**config.mk**
```make
export PLATFORM = sky130hd
export DESIGN_NAME = cb_config_loader
export DESIGN_NICKNAME = d
export VERILOG_FILES = /design/src/rtl/cb_cfg_pkg.sv /design/src/rtl/cfg_shadow_reg.sv /design/src/rtl/cb_config_loader.sv
export SDC_FILE = /design/constraint.sdc
export NUM_CORES = 1
export LEC_CHECK = 0
export CAP_MARGIN = 20
export CORE_MARGIN = 8
export CORE_UTILIZATION = 57
export CTS_BUF_LIST = sky130_fd_sc_hd__clkbuf_2
export CTS_CLUSTER_SIZE = 28
export DETAILED_ROUTE_END_ITERATION = 8
export HOLD_SLACK_MARGIN = 0.06
export PLACE_DENSITY = 0.93
export SETUP_SLACK_MARGIN = 0.15
export SKIP_CTS_REPAIR_TIMING = 1
export SLEW_MARGIN = 20
export SYNTH_ARGS = -nofsm -noshare
export SYNTH_HDL_FRONTEND = slang
export SYNTH_SLANG_ARGS = --single-unit
```
**constraint.sdc**
```tcl
create_clock -name clk -period 20.9 [get_ports clk]
set_input_delay 2.09 -clock clk [delete_from_list [all_inputs] [get_ports clk]]
set_output_delay 2.09 -clock clk [all_outputs]
set_load 0.02 [all_outputs]
```
**src/rtl/cb_cfg_pkg.sv**
```systemverilog
// Shared types and helpers for the connection-block configuration loader.
// Optional readback port set is controlled by macro CFG_READBACK_EN.
package cb_cfg_pkg;

  typedef enum logic [1:0] {
    IDLE   = 2'd0,
    LOAD   = 2'd1,
    COMMIT = 2'd2
  } cfg_state_e;

  // Number of DW-bit words needed to cover cfg_w configuration bits.
  function automatic int nwords(input int cfg_w, input int dw);
    return (cfg_w + dw - 1) / dw;
  endfunction

endpackage

```
**src/rtl/cfg_shadow_reg.sv**
```systemverilog
// Word-addressed shadow register; exposes its next value so the committed
// copy can capture the final word in the same cycle it is accepted.
module cfg_shadow_reg #(
  parameter int DW     = 8,
  parameter int NWORDS = 31,
  parameter int IDX_W  = 5
) (
  input  logic                   clk,
  input  logic                   rst,
  input  logic                   wr_en,
  input  logic [IDX_W-1:0]       wr_idx,
  input  logic [DW-1:0]          wr_data,
  output logic [NWORDS*DW-1:0]   shadow_nxt
);

  localparam int SW = NWORDS * DW;

  logic [SW-1:0] shadow_r;

  // Merge the incoming word into its slot; all other slots hold.
  always_comb begin
    shadow_nxt = shadow_r;
    for (int k = 0; k < NWORDS; k++) begin
      if (wr_en && (wr_idx == IDX_W'(k))) begin
        shadow_nxt[k*DW +: DW] = wr_data;
      end else begin
        shadow_nxt[k*DW +: DW] = shadow_r[k*DW +: DW];
      end
    end
  end

  // Shadow storage, cleared only by reset.
  always_ff @(posedge clk or posedge rst) begin
    if (rst) begin
      shadow_r <= {SW{1'b0}};
    end else begin
      shadow_r <= shadow_nxt;
    end
  end

endmodule

```
**src/rtl/cb_config_loader.sv**
```systemverilog
// Loads NWORDS configuration words into a shadow register and commits them
// atomically to the switch-control bus c. Readback option: CFG_READBACK_EN.
module cb_config_loader
  import cb_cfg_pkg::*;
#(
  parameter int CFG_W = 248,
  parameter int DW    = 8
) (
  input  logic             clk,
  input  logic             rst,
  input  logic             start,
  input  logic             abort,
  input  logic [DW-1:0]    in_data,
  input  logic             in_valid,
  output logic             in_ready,
  output logic [CFG_W-1:0] c,
  output logic             busy,
  output logic             done
`ifdef CFG_READBACK_EN
  ,
  output logic [DW-1:0]    rb_data,
  output logic             rb_valid
`endif
);

  localparam int NWORDS = nwords(CFG_W, DW);
  localparam int SW     = NWORDS * DW;
  localparam int CNT_W  = (NWORDS > 1) ? $clog2(NWORDS) : 1;

  cfg_state_e       state_r, state_n;
  logic [CNT_W-1:0] cnt_r;
  logic             last_s;
  logic             wr_en_s;
  logic             commit_s;
  logic             clr_cnt_s;
  logic [SW-1:0]    shadow_nxt_s;
  logic [CFG_W-1:0] c_r;
  logic             in_ready_r;
  logic             busy_r;
  logic             done_r;

  assign last_s = (cnt_r == CNT_W'(NWORDS - 1));

  // State register.
  always_ff @(posedge clk or posedge rst) begin
    if (rst) begin
      state_r <= IDLE;
    end else begin
      state_r <= state_n;
    end
  end

  // Next state; abort outranks the final word so a colliding abort never commits.
  always_comb begin
    state_n   = state_r;
    wr_en_s   = 1'b0;
    commit_s  = 1'b0;
    clr_cnt_s = 1'b0;
    case (state_r)
      IDLE: begin
        if (start) begin
          state_n   = LOAD;
          clr_cnt_s = 1'b1;
        end else begin
          state_n = IDLE;
        end
      end
      LOAD: begin
        if (abort) begin
          state_n = IDLE;
        end else if (in_valid) begin
          wr_en_s = 1'b1;
          if (last_s) begin
            state_n  = COMMIT;
            commit_s = 1'b1;
          end else begin
            state_n = LOAD;
          end
        end else begin
          state_n = LOAD;
        end
      end
      COMMIT: begin
        state_n = IDLE;
      end
      default: begin
        state_n = IDLE;
      end
    endcase
  end

  // Word counter.
  always_ff @(posedge clk or posedge rst) begin
    if (rst) begin
      cnt_r <= {CNT_W{1'b0}};
    end else if (clr_cnt_s) begin
      cnt_r <= {CNT_W{1'b0}};
    end else if (wr_en_s) begin
      cnt_r <= cnt_r + CNT_W'(1);
    end
  end

  cfg_shadow_reg #(
    .DW     (DW),
    .NWORDS (NWORDS),
    .IDX_W  (CNT_W)
  ) u_shadow (
    .clk        (clk),
    .rst        (rst),
    .wr_en      (wr_en_s),
    .wr_idx     (cnt_r),
    .wr_data    (in_data),
    .shadow_nxt (shadow_nxt_s)
  );

  // Committed bus captures the merged shadow on the final word; pad bits dropped.
  always_ff @(posedge clk or posedge rst) begin
    if (rst) begin
      c_r <= {CFG_W{1'b0}};
    end else if (commit_s) begin
      c_r <= shadow_nxt_s[CFG_W-1:0];
    end
  end

  // Status flags registered from the next state so they align with state_r.
  always_ff @(posedge clk or posedge rst) begin
    if (rst) begin
      in_ready_r <= 1'b0;
      busy_r     <= 1'b0;
      done_r     <= 1'b0;
    end else begin
      in_ready_r <= (state_n == LOAD);
      busy_r     <= (state_n == LOAD);
      done_r     <= (state_n == COMMIT);
    end
  end

  assign c        = c_r;
  assign in_ready = in_ready_r;
  assign busy     = busy_r;
  assign done     = done_r;

`ifdef CFG_READBACK_EN
  logic [SW-1:0] c_pad_s;
  logic [DW-1:0] rb_sel_s;
  logic [DW-1:0] rb_data_r;
  logic          rb_valid_r;

  // Zero-extend the committed bus to whole words.
  always_comb begin
    c_pad_s            = {SW{1'b0}};
    c_pad_s[CFG_W-1:0] = c_r;
  end

  // Pick the committed word matching the slot being written.
  always_comb begin
    rb_sel_s = {DW{1'b0}};
    for (int k = 0; k < NWORDS; k++) begin
      if (cnt_r == CNT_W'(k)) begin
        rb_sel_s = c_pad_s[k*DW +: DW];
      end else begin
        rb_sel_s = rb_sel_s;
      end
    end
  end

  // Readback register, one cycle behind the accepted word.
  always_ff @(posedge clk or posedge rst) begin
    if (rst) begin
      rb_valid_r <= 1'b0;
      rb_data_r  <= {DW{1'b0}};
    end else begin
      rb_valid_r <= wr_en_s;
      if (wr_en_s) begin
        rb_data_r <= rb_sel_s;
      end
    end
  end

  assign rb_data  = rb_data_r;
  assign rb_valid = rb_valid_r;
`endif

endmodule
```
==> metrics.sh <==
POSTSYNTHREGISTERBITS=497
STATIC-LEAKAGE-POWER_nW=11.87
SETUP-VIOLATIONS-FINAL=0
LAYOUT-DRIVE-GT1-SHARE_PCT=16.90
PATH_MAX_FANOUT=105
HOLD_DEPTH=1
WORST_SLEW_MARGIN_REL_PCT=23.40
NUM_VIAS=17370
RUN_STATUS='finished clean'
NETLIST-CELL-TYPE-COUNT=40
DRC=0
AREA_DELTA_SYNTH_FINAL_PCT=17.35
WORST_CLOCK_SKEW_ON_THE_FINAL_LAYOUT_NS=0.08299
DIE-HEIGHT_UM=206.3
WORSTPATHREQUIRED_NS=21.85
MAXCAPVIOLATIONS=0
VIASPERCELL=6.710
ANTENNA_FOUND_INITIAL=2
GRT_OVERFLOW=0
CLKLATENCYLATEPIN_NS=1.11
MIN_PERIOD_OVER_PERIOD_PCT=24.18
TRITONCTS='done'
MIN_PATH_TYPE='reg2reg'
LAYOUT.CELLS.MOST_COMMON='dfrtp_1'
MAXCLOCKFREQUENCY_GHz=0.1979
RSZ0062_AT_GRT='false'
WL_UM=62710
CORE_ROWS=69
SYNTHFLOPTYPE='dfrtp_1'
CLK_TRANSITION_REPORTED_PATHS_NS=0.12
FIN_SETUP_TNS_NS=0
TOP_LEVEL_PORTS=264
FFS_W_ASYNC_S_R_SYNTH_PCT=100.0
WORSTSETUPSTARTPOINTTYPE='primary input'
TIMING_WORST_SETUP_PATH_TYPE='in2reg'
DIE-AREA_MM2=0.04256
GLOBAL_ROUTE.USAGE.TOTAL_PCT=28.83
PWR_DENSITY_CELL_mW_PER_MM2=71.93
DIEWIDTH_UM=206.3
NETLIST_AREA_BEFORE_PLACEMENT_MM2=0.02064
SYN_AREA_PER_CELL_UM2=11.24
YS.WARNINGS.COUNT=0
NETS=2057
EFFECTIVE_UTILIZATION_AT_FLOORPLAN_PCT=57.90
REG2REG_SETUP_SLACK_NS=16.48
WORST_HOLD_STARTPOINT='u_shadow.shadow_r[215]'
FINALHOLDVIOLATIONS=0
DPL.HPWL_UM=35930
SYN-INSTANCE-COUNT=1836
CLOCK-ROOT-BUFFER='clkbuf_2'
REPORT.FINAL.SLEW_VIOL_COUNT=0
FIRST_GLOBAL_VIAS=17510
SYNTHESIS.NETS=1854
SEQUENTIAL_AREA_SHARE_AFTER_SYNTHESIS_PCT=60.25
CTS.SINKS=497
H-TREE-DEPTH=3
PORT-BUFFER-COUNT=263
DRT.ANTENNA.VIOLATING_NETS=0
CP.ARRIVAL_NS=6.00
FIRST_PASS_ITERS=6
COREAREA_MM2=0.03566
GP_CONGESTION=0.8020
GLOBAL_ROUTE_WIRE_LENGTH_BEFORE_REPAIR_UM=97150
GRT_START_MAX_NET_PINS=206
R2R_CELLS=6
WORST_PIN_SLEW_NS=1.149
POST-ROUTE-CELL-AREA_MM2=0.02422
WL_PER_CELL_UM=24.22
WORSTREG2REGSTART='cnt_r[0]'
CTS.PATH.MAX_BUFFERS=3
CTS_MADE_BUFFERS=121
DPL_CELL_AREA_MM2=0.02304
SYNTH_ENABLE_FLOP_CELLS=0
FIN_CRIT_NS=5.053
TIMING.RR.END='u_shadow.shadow_r[210]'
INITIALDRTVIOLATIONCOUNT=2159
WORST_VDD_DROP_uV=61.67
MOSTFREQUENTLAYOUTCELLS='495 x dfrtp_1, 352 x a31oi_1, 255 x clkdlybuf4s50_1'
END_KIND='flop'
WHS_ENDPOINT='c[215]'
## layer usage
layer / GRT usage (%) / part of all wire, % / routed length [um]
met3: 8.715 / 12 / 7353
met4: 14.03 / 4.0 / 2521
met5: 0 / 0 / 0
met2: 44.51 / 46 / 29020
met1: 36.95 / 38 / 23820
## worst max-delay path, stage by stage
cell and delay (ns):
clkdlybuf4s50_1 0.58, and4bb_4 0.85, buf_4 0.88, buf_4 0.89, nand3_1 0.29, a31oi_1 0.28
## per-stage QoR
stage | power, mW | utilization, % | std cells | setup WS [ns] | hold slack (ns)
3_5_place_dp | 1.112 | 64.63 | 2374 | 14.91 | 0.4794
2_1_floorplan | 1.078 | - | 1836 | 4.935 | 0.4579
3_3_place_gp | 1.106 | 64.56 | 2374 | 15.16 | 0.4684
4_1_cts | 1.746 | 67.67 | 2582 | 16.05 | 0.4923
6_report | 1.742 | 67.94 | 2589 | 15.85 | 0.4908
5_1_grt | 1.810 | 67.94 | 2589 | 15.77 | 0.5155
## cell families (layout without fill, tap and decap cells)
| kind of cell | count (synthesis) | count (layout) | synth area share [%] |
|---|---|---|---|
| other | 0 | 4 | 0 |
| adders and majority gates | 5 | 5 | 0.3030 |
| buffers and inverters | 237 | 525 | 5.437 |
| muxes | 144 | 144 | 7.710 |
| and+or+nand+nor | 392 | 392 | 10.06 |
| AOI/OAI and AO/OA | 561 | 561 | 16.24 |
| DFF | 497 | 497 | 60.25 |
## final cells by class
| class | instances | area [um^2] |
|---|---|---|
| Inverter | 30 | 120.1 |
| Antenna cell | 4 | 10.01 |
| Tap cell | 461 | 576.8 |
| Timing Repair Buffer | 287 | 2844 |
| Sequential cell | 497 | 12440 |
| Fill cell | 2466 | 11430 |
| Multi-Input combinational cell | 1102 | 7151 |
| Clock buffer | 171 | 855.8 |
| Clock inverter | 37 | 227.7 |
## worst max path at each step
stage              from     end  cells after the start
2_1_floorplan       rst    busy                      1
5_1_grt        in_valid  c[120]                      6
6_report       in_valid   c[95]                      6
4_1_cts        in_valid  c[205]                      6
3_5_place_dp   in_valid  c[205]                      6
3_3_place_gp   in_valid  c[171]                      6
## Yosys cell counts (all sizes together) (6+ instances only)
master,count,area [um^2]
dfrtp,497,12440
mux2i,24,240.2
nand3,109,555.5
a41oi,24,210.2
nand4,48,300.3
inv,30,112.6
nand4bb,11,123.9
mux2,120,1351
nand4b,6,52.55
a21oi,11,55.05
nor4bb,7,70.07
a31oi,352,2202
nand2,174,653.1
buf,102,615.6
clkbuf,105,394.1
o21ai,170,850.8
## sequential cells by signal, summed over array words and instances, names as in the netlist
| signal | flops |
|---|---|
| c | 248 |
| u_shadow.shadow_r | 240 |
| cnt_r | 5 |
| state_r | 2 |
| busy | 1 |
| done | 1 |
## power by group
part	internal [mW]	switching [mW]
Combinational	0.0217	0.0871
Clock	0.256	0.389
Sequential	0.981	0.00686
Total	1.26	0.483
Power figures use the tool's default switching activity.
